`src/rtl/id_ex_stage_pkg.sv`:
```
// Shared constants for the ID/EX stage: forwarding selects and control bundle layout.
package id_ex_stage_pkg;

    localparam int unsigned CTRLW = 12;

    localparam int unsigned CTRL_REGWRITE = 11;
    localparam int unsigned CTRL_MEMREAD  = 10;
    localparam int unsigned CTRL_MEMWRITE = 9;
    localparam int unsigned CTRL_ALUSRC   = 8;
    localparam int unsigned CTRL_ALUOP_LO = 4;
    localparam int unsigned CTRL_WDSEL_LO = 2;

    localparam logic [1:0] FWD_REG = 2'b00;
    localparam logic [1:0] FWD_WB  = 2'b01;
    localparam logic [1:0] FWD_MEM = 2'b10;

    typedef struct packed {
        logic       regwrite;
        logic       memread;
        logic       memwrite;
        logic       alusrc;
        logic [3:0] aluop;
        logic [1:0] wdsel;
        logic [1:0] rsv;
    } ctrl_t;

endpackage

```
`src/rtl/id_ex_stage_hazard_unit.sv`:
```
// Combinational load-use detection and EX operand forwarding selection.
module id_ex_stage_hazard_unit
    import id_ex_stage_pkg::*;
#(
    parameter int unsigned REGW = 5
) (
    input  logic            flush_i,
    input  logic            id_valid_i,
    input  logic [REGW-1:0] id_rs1_i,
    input  logic [REGW-1:0] id_rs2_i,
    input  logic            ex_valid_i,
    input  logic            ex_memread_i,
    input  logic [REGW-1:0] ex_rd_i,
    input  logic [REGW-1:0] ex_rs1_i,
    input  logic [REGW-1:0] ex_rs2_i,
    input  logic [REGW-1:0] mem_rd_i,
    input  logic            mem_regwrite_i,
    input  logic [REGW-1:0] wb_rd_i,
    input  logic            wb_regwrite_i,
    output logic            load_use_o,
    output logic            stall_o,
    output logic [1:0]      fwd_a_o,
    output logic [1:0]      fwd_b_o
);

    // x0 is hard-wired zero, so a write to it is never a real producer.
    function automatic logic hit(logic we, logic [REGW-1:0] rd, logic [REGW-1:0] rs);
        return we && (rd != '0) && (rd == rs);
    endfunction

    always_comb begin
        load_use_o = ex_valid_i && ex_memread_i && (ex_rd_i != '0) &&
                     ((ex_rd_i == id_rs1_i) || (ex_rd_i == id_rs2_i)) && id_valid_i;
        // The flush already bubbles EX, so stalling IF/ID would lose the redirect.
        stall_o    = load_use_o && !flush_i;

        fwd_a_o = FWD_REG;
        if (hit(mem_regwrite_i, mem_rd_i, ex_rs1_i)) begin
            fwd_a_o = FWD_MEM;
        end else if (hit(wb_regwrite_i, wb_rd_i, ex_rs1_i)) begin
            fwd_a_o = FWD_WB;
        end

        fwd_b_o = FWD_REG;
        if (hit(mem_regwrite_i, mem_rd_i, ex_rs2_i)) begin
            fwd_b_o = FWD_MEM;
        end else if (hit(wb_regwrite_i, wb_rd_i, ex_rs2_i)) begin
            fwd_b_o = FWD_WB;
        end
    end

endmodule

```
`src/rtl/id_ex_stage.sv`:
```
// ID/EX pipeline register with bubble insertion, bubble counter and hazard/forwarding control.
module id_ex_stage
    import id_ex_stage_pkg::*;
#(
    parameter int unsigned XLEN = 32,
    parameter int unsigned REGW = 5
) (
    input  logic             clk,
    input  logic             rst,
    input  logic             hold,
    input  logic             flush,
    input  logic             id_valid,
    input  logic [XLEN-1:0]  id_pc,
    input  logic [XLEN-1:0]  id_rd1,
    input  logic [XLEN-1:0]  id_rd2,
    input  logic [XLEN-1:0]  id_imm,
    input  logic [REGW-1:0]  id_rs1,
    input  logic [REGW-1:0]  id_rs2,
    input  logic [REGW-1:0]  id_rd,
    input  logic [CTRLW-1:0] id_ctrl,
    input  logic [REGW-1:0]  mem_rd,
    input  logic             mem_regwrite,
    input  logic [REGW-1:0]  wb_rd,
    input  logic             wb_regwrite,
    output logic             ex_valid,
    output logic [XLEN-1:0]  ex_pc,
    output logic [XLEN-1:0]  ex_rd1,
    output logic [XLEN-1:0]  ex_rd2,
    output logic [XLEN-1:0]  ex_imm,
    output logic [REGW-1:0]  ex_rs1,
    output logic [REGW-1:0]  ex_rs2,
    output logic [REGW-1:0]  ex_rd,
    output logic [CTRLW-1:0] ex_ctrl,
    output logic [1:0]       fwd_a_sel,
    output logic [1:0]       fwd_b_sel,
    output logic             stall_ifid,
    output logic [31:0]      bubble_cnt
);

    logic            valid_q, valid_d;
    logic [XLEN-1:0] pc_q, pc_d, rd1_q, rd1_d, rd2_q, rd2_d, imm_q, imm_d;
    logic [REGW-1:0] rs1_q, rs1_d, rs2_q, rs2_d, rd_q, rd_d;
    ctrl_t           ctrl_q, ctrl_d;
    logic [31:0]     bubble_cnt_q, bubble_cnt_d;
    logic            load_use;

    id_ex_stage_hazard_unit #(
        .REGW(REGW)
    ) u_hazard (
        .flush_i        (flush),
        .id_valid_i     (id_valid),
        .id_rs1_i       (id_rs1),
        .id_rs2_i       (id_rs2),
        .ex_valid_i     (valid_q),
        .ex_memread_i   (ctrl_q.memread),
        .ex_rd_i        (rd_q),
        .ex_rs1_i       (rs1_q),
        .ex_rs2_i       (rs2_q),
        .mem_rd_i       (mem_rd),
        .mem_regwrite_i (mem_regwrite),
        .wb_rd_i        (wb_rd),
        .wb_regwrite_i  (wb_regwrite),
        .load_use_o     (load_use),
        .stall_o        (stall_ifid),
        .fwd_a_o        (fwd_a_sel),
        .fwd_b_o        (fwd_b_sel)
    );

    always_comb begin
        valid_d      = valid_q;
        pc_d         = pc_q;
        rd1_d        = rd1_q;
        rd2_d        = rd2_q;
        imm_d        = imm_q;
        rs1_d        = rs1_q;
        rs2_d        = rs2_q;
        rd_d         = rd_q;
        ctrl_d       = ctrl_q;
        bubble_cnt_d = bubble_cnt_q;
        // A flush seen during hold is intentionally dropped; EX re-raises it afterwards.
        if (!hold) begin
            if (flush || load_use) begin
                valid_d      = 1'b0;
                pc_d         = '0;
                rd1_d        = '0;
                rd2_d        = '0;
                imm_d        = '0;
                rs1_d        = '0;
                rs2_d        = '0;
                rd_d         = '0;
                ctrl_d       = '0;
                bubble_cnt_d = bubble_cnt_q + 32'd1;
            end else begin
                valid_d = id_valid;
                pc_d    = id_pc;
                rd1_d   = id_rd1;
                rd2_d   = id_rd2;
                imm_d   = id_imm;
                rs1_d   = id_rs1;
                rs2_d   = id_rs2;
                rd_d    = id_rd;
                ctrl_d  = id_valid ? ctrl_t'(id_ctrl) : '0;
            end
        end
    end

    always_ff @(posedge clk or posedge rst) begin
        if (rst) begin
            valid_q      <= 1'b0;
            pc_q         <= '0;
            rd1_q        <= '0;
            rd2_q        <= '0;
            imm_q        <= '0;
            rs1_q        <= '0;
            rs2_q        <= '0;
            rd_q         <= '0;
            ctrl_q       <= '0;
            bubble_cnt_q <= '0;
        end else begin
            valid_q      <= valid_d;
            pc_q         <= pc_d;
            rd1_q        <= rd1_d;
            rd2_q        <= rd2_d;
            imm_q        <= imm_d;
            rs1_q        <= rs1_d;
            rs2_q        <= rs2_d;
            rd_q         <= rd_d;
            ctrl_q       <= ctrl_d;
            bubble_cnt_q <= bubble_cnt_d;
        end
    end

    assign ex_valid   = valid_q;
    assign ex_pc      = pc_q;
    assign ex_rd1     = rd1_q;
    assign ex_rd2     = rd2_q;
    assign ex_imm     = imm_q;
    assign ex_rs1     = rs1_q;
    assign ex_rs2     = rs2_q;
    assign ex_rd      = rd_q;
    assign ex_ctrl    = ctrl_q;
    assign bubble_cnt = bubble_cnt_q;

endmodule
```
`config.mk`:
```
export PLATFORM = sky130hd
export DESIGN_NAME = id_ex_stage
export DESIGN_NICKNAME = d
export VERILOG_FILES = /design/src/rtl/id_ex_stage_pkg.sv /design/src/rtl/id_ex_stage_hazard_unit.sv /design/src/rtl/id_ex_stage.sv
export SDC_FILE = /design/constraint.sdc
export NUM_CORES = 1
export LEC_CHECK = 0
export ABC_AREA = 1
export CORE_AREA = 2 2 140 142
export DETAILED_ROUTE_END_ITERATION = 10
export DIE_AREA = 0 0 142 144
export GPL_ROUTABILITY_DRIVEN = 0
export PLACE_DENSITY = 0.81
export SKIP_CTS_REPAIR_TIMING = 1
export SYNTH_ARGS = -nofsm -noshare
export SYNTH_HDL_FRONTEND = slang
export SYNTH_HIERARCHICAL = 1
export SYNTH_SLANG_ARGS = --single-unit
export TNS_END_PERCENT = 100
```
`constraint.sdc`:
```
create_clock -name clk -period 9.25 [get_ports clk]
set_input_delay 1.85 -clock clk [delete_from_list [all_inputs] [get_ports clk]]
set_output_delay 1.85 -clock clk [all_outputs]
set_load 0.005 [all_outputs]
```
==> impl_metrics.csv <==
group,metric,value,unit
outcome,status,"completed",
synth,ys_seq_elements,188,
critical_path,critPathCaptureType,"output port",
synth,synth_area_leader_cell,"dfrtp_1",
grt,grt_max_degree,121,
hold_path,hold_path_depth,2,
clocking,clock_latency,0.43,ns
grt,overflow,0,
pwr,power_leakage,5.552,nW
critical_path,crit_family,"buffers and inverters",
clocking,htreeDepth,4,
synth,synth_top_area_share,59.77,%
critical_path,path_buf_inv,3,
floorplanning,rows,51,
pwr,vdd_drop_max,115.9,uV
layout,final_util,64.44,%
route,vias,6840,
synth,synth_area_leaders,"dfrtp_1 (60%), a22o_1 (14%), nand2_1 (8.5%)",
critical_path,cpMaxStageDelayCell,"clkdlybuf4s50_1",
critical_path,r2r_slack,6.24,ns
synth,yosysSeqAreaShare,59.77,%
hold_path,whs_endpoint,"ex_pc[9]$_DFFE_PP0N_",
route,ant_nets,0,
synth,synth_nets,919,
floorplanning,die_x,142,um
hold_path,hold_start,"ex_pc[9]$_DFFE_PP0N_",
critical_path,path_cells,"clkdlybuf4s50_1, nand4_1, inv_1, nand2_2, nor2_2, clkdlybuf4s50_1",
floorplanning,dieHeight,144,um
route,first_iter_violations,389,
floorplanning,initial_core_util,41.26,%
critical_path,reg2reg_depth,12,
synth,syn_area_per_cell,10.55,um^2
placed_design,portBuffers,364,
layout,drive_gt1_share,4.693,%
sta,finalCritPeriodShare,59.91,%
critical_path,path_common_cell,"clkdlybuf4s50_1",
critical_path,r2r-start,"ex_rd[0]$_DFFE_PP0N_",
grt,track_usage,23.62,%
sta,min_period,5.542,ns
sta,rsz0062_at_grt,"no",
clocking,numCtsBuffers,17,
clocking,ctsRootBufferMaster,"clkbuf_16",
sta,fin_tns_setup,0,ns
route,drc_errors,0,
flow_run,cap_viol_max_count,0,
sta,worstMarginPinSlew,0.9549,ns
critical_path,reg2reg_to,"ex_ctrl[1]$_DFFE_PP0N_",
clocking,cts_tree,"yes",
critical_path,start_kind,"input pin",
grt,antenna_found_initial,2,
layout,synthToLayoutAreaGrowth,56.19,%
sta,relSlewSlack,36.34,%
clocking,clk_pin_slew_worst_paths,0.07,ns
placed_design,dpl.hpwl,17.62,mm
route,firstDrtPassIters,5,
grt,grt_pass1_vias,6959,
floorplanning,ios,365,
synth,ys_types,25,
route,wirelength,24.39,mm
layout,nNetsFinal,1268,
floorplanning,core,19080,um^2
sta,final.setup_skew,0.01579,ns
route,wl_per_cell,18.09,um
critical_path,required,7.40,ns
synth,yosysWarnings,6,
layout,most-common-layout-cells,"clkdlybuf4s50_1 (363), dfrtp_1 (188), nand2_1 (179)",
route,via_per_inst,5.074,
synth,syn-cell-area,7871,um^2
critical_path,cp_max_fo,14,
pwr,pwr_density_cell,169.2,nW/um^2
sta,setup_violations,0,
floorplanning,die_area,20450,um^2
sta,hold_viol,0,
clocking,clock_path_buffers,2,
synth,syn_inst,746,
clocking,numClockSinks,188,
critical_path,critical_path_class,"in -> out",
layout,mostFrequentLayoutCell,"clkdlybuf4s50_1",
grt,grt_first_pass_wirelength,37.45,mm
hold_path,min_path_type,"reg -> reg",
critical_path,arrival,3.69,ns
sta,fmax,180.4,MHz
sta,slew_violations,0,
critical_path,slowest_delay,0.93,ns
-- cell families after synthesis --
| group | Yosys count | synth area share [%] |
|---|---|---|
| and+or+nand+nor | 312 | 17.10 |
| DFF | 188 | 59.77 |
| AOI/OAI and AO/OA | 132 | 14.64 |
| buffers and inverters | 77 | 4.324 |
| xor gates and xnor gates | 36 | 4.006 |
| adders and majority gates | 1 | 0.1589 |
-- through the flow --
step / hold WS (ns) / worst slack [ns] / power (mW) / area, um^2 / instances
finish: 0.4794 / 3.708 / 2.081 / 12290 / 1348
global route: 0.4949 / 3.617 / 2.173 / 12290 / 1347
CTS: 0.4834 / 3.673 / 2.102 / 12290 / 1346
detailed placement: 0.4636 / 3.673 / 1.321 / 11660 / 1314
global placement: 0.4615 / 3.678 / 1.315 / 11660 / 1314
floorplan: 0.4726 / 2.286 / 1.074 / 7871 / 746
-- layout make-up --
type	count	area [um^2]
antenna	2	5.005
fill	1480	6785
sequential	188	4705
multi-input combinational	481	2826
timing repair buffer	367	3676
clock inverter	13	173.9
tap	238	297.8
clock buffer	19	452.9
inverter	40	157.7
-- layer usage --
metal	track usage, %	vias up	wire (um)
met1	27.34	3338	9492
met3	8.013	32	1924
met4	8.105	0	503
met2	41.11	244	12470
met5	0	-	0
li1	-	3226	-
-- power by group --
group,switching (mW),internal [mW],leakage (nW),total (mW)
Clock,0.349,0.427,0.309,0.776
Sequential,0.0512,0.886,2.47,0.937
Combinational,0.138,0.230,2.77,0.368
Total,0.537,1.54,5.55,2.08
-- how the worst max path moves through the flow --
stage / start / endpoint / cells after the start
floorplan: rst / bubble_cnt[0]$_DFFE_PP0P_ / 1
global placement: id_valid / stall_ifid / 6
CTS: id_valid / stall_ifid / 6
detailed placement: id_valid / stall_ifid / 6
finish: id_valid / stall_ifid / 6
global route: id_valid / stall_ifid / 6
-- registers in the layout, indices dropped and copies added (netlist names) --
name        count
ex_rd1         32
ex_rs1          5
ex_ctrl        12
ex_rd2         32
ex_imm         32
ex_rs2          5
ex_valid        1
bubble_cnt     32
ex_rd           5
ex_pc          32
-- synth_stat cells --
| master | instances |
|---|---|
| dfrtp_1 | 188 |
| nand2_1 | 179 |
| a22o_1 | 130 |
| nor2_1 | 61 |
| nand3_1 | 40 |
| inv_1 | 36 |
| xnor2_1 | 20 |
| xor2_1 | 16 |
| nand3b_1 | 14 |
| clkbuf_1 | 12 |
| buf_4 | 11 |
| buf_2 | 8 |
| buf_1 | 6 |
| inv_2 | 4 |
| nand4_1 | 4 |
| nor2_4 | 4 |
| nor3_1 | 3 |
| nor2_2 | 2 |
| nor3_2 | 2 |
| and2_1 | 1 |
| ha_1 | 1 |
| nand2_2 | 1 |
| nand3_2 | 1 |
| o21ai_0 | 1 |
| o21ai_2 | 1 |
-- worst register-to-register path, stage by stage (launching register included) --
cell and delay, ns:
dfrtp_1 0.45, nor2_1 0.19, nand4_1 0.14, nand4_1 0.10, inv_1 0.06, nand2_2 0.07, inv_1 0.06, nor2_4 0.39
inv_2 0.09, nor2_4 0.60, buf_12 0.43, nand3_1 0.29, nand2_1 0.10
No activity file was read; power rests on OpenSTA's default activity.
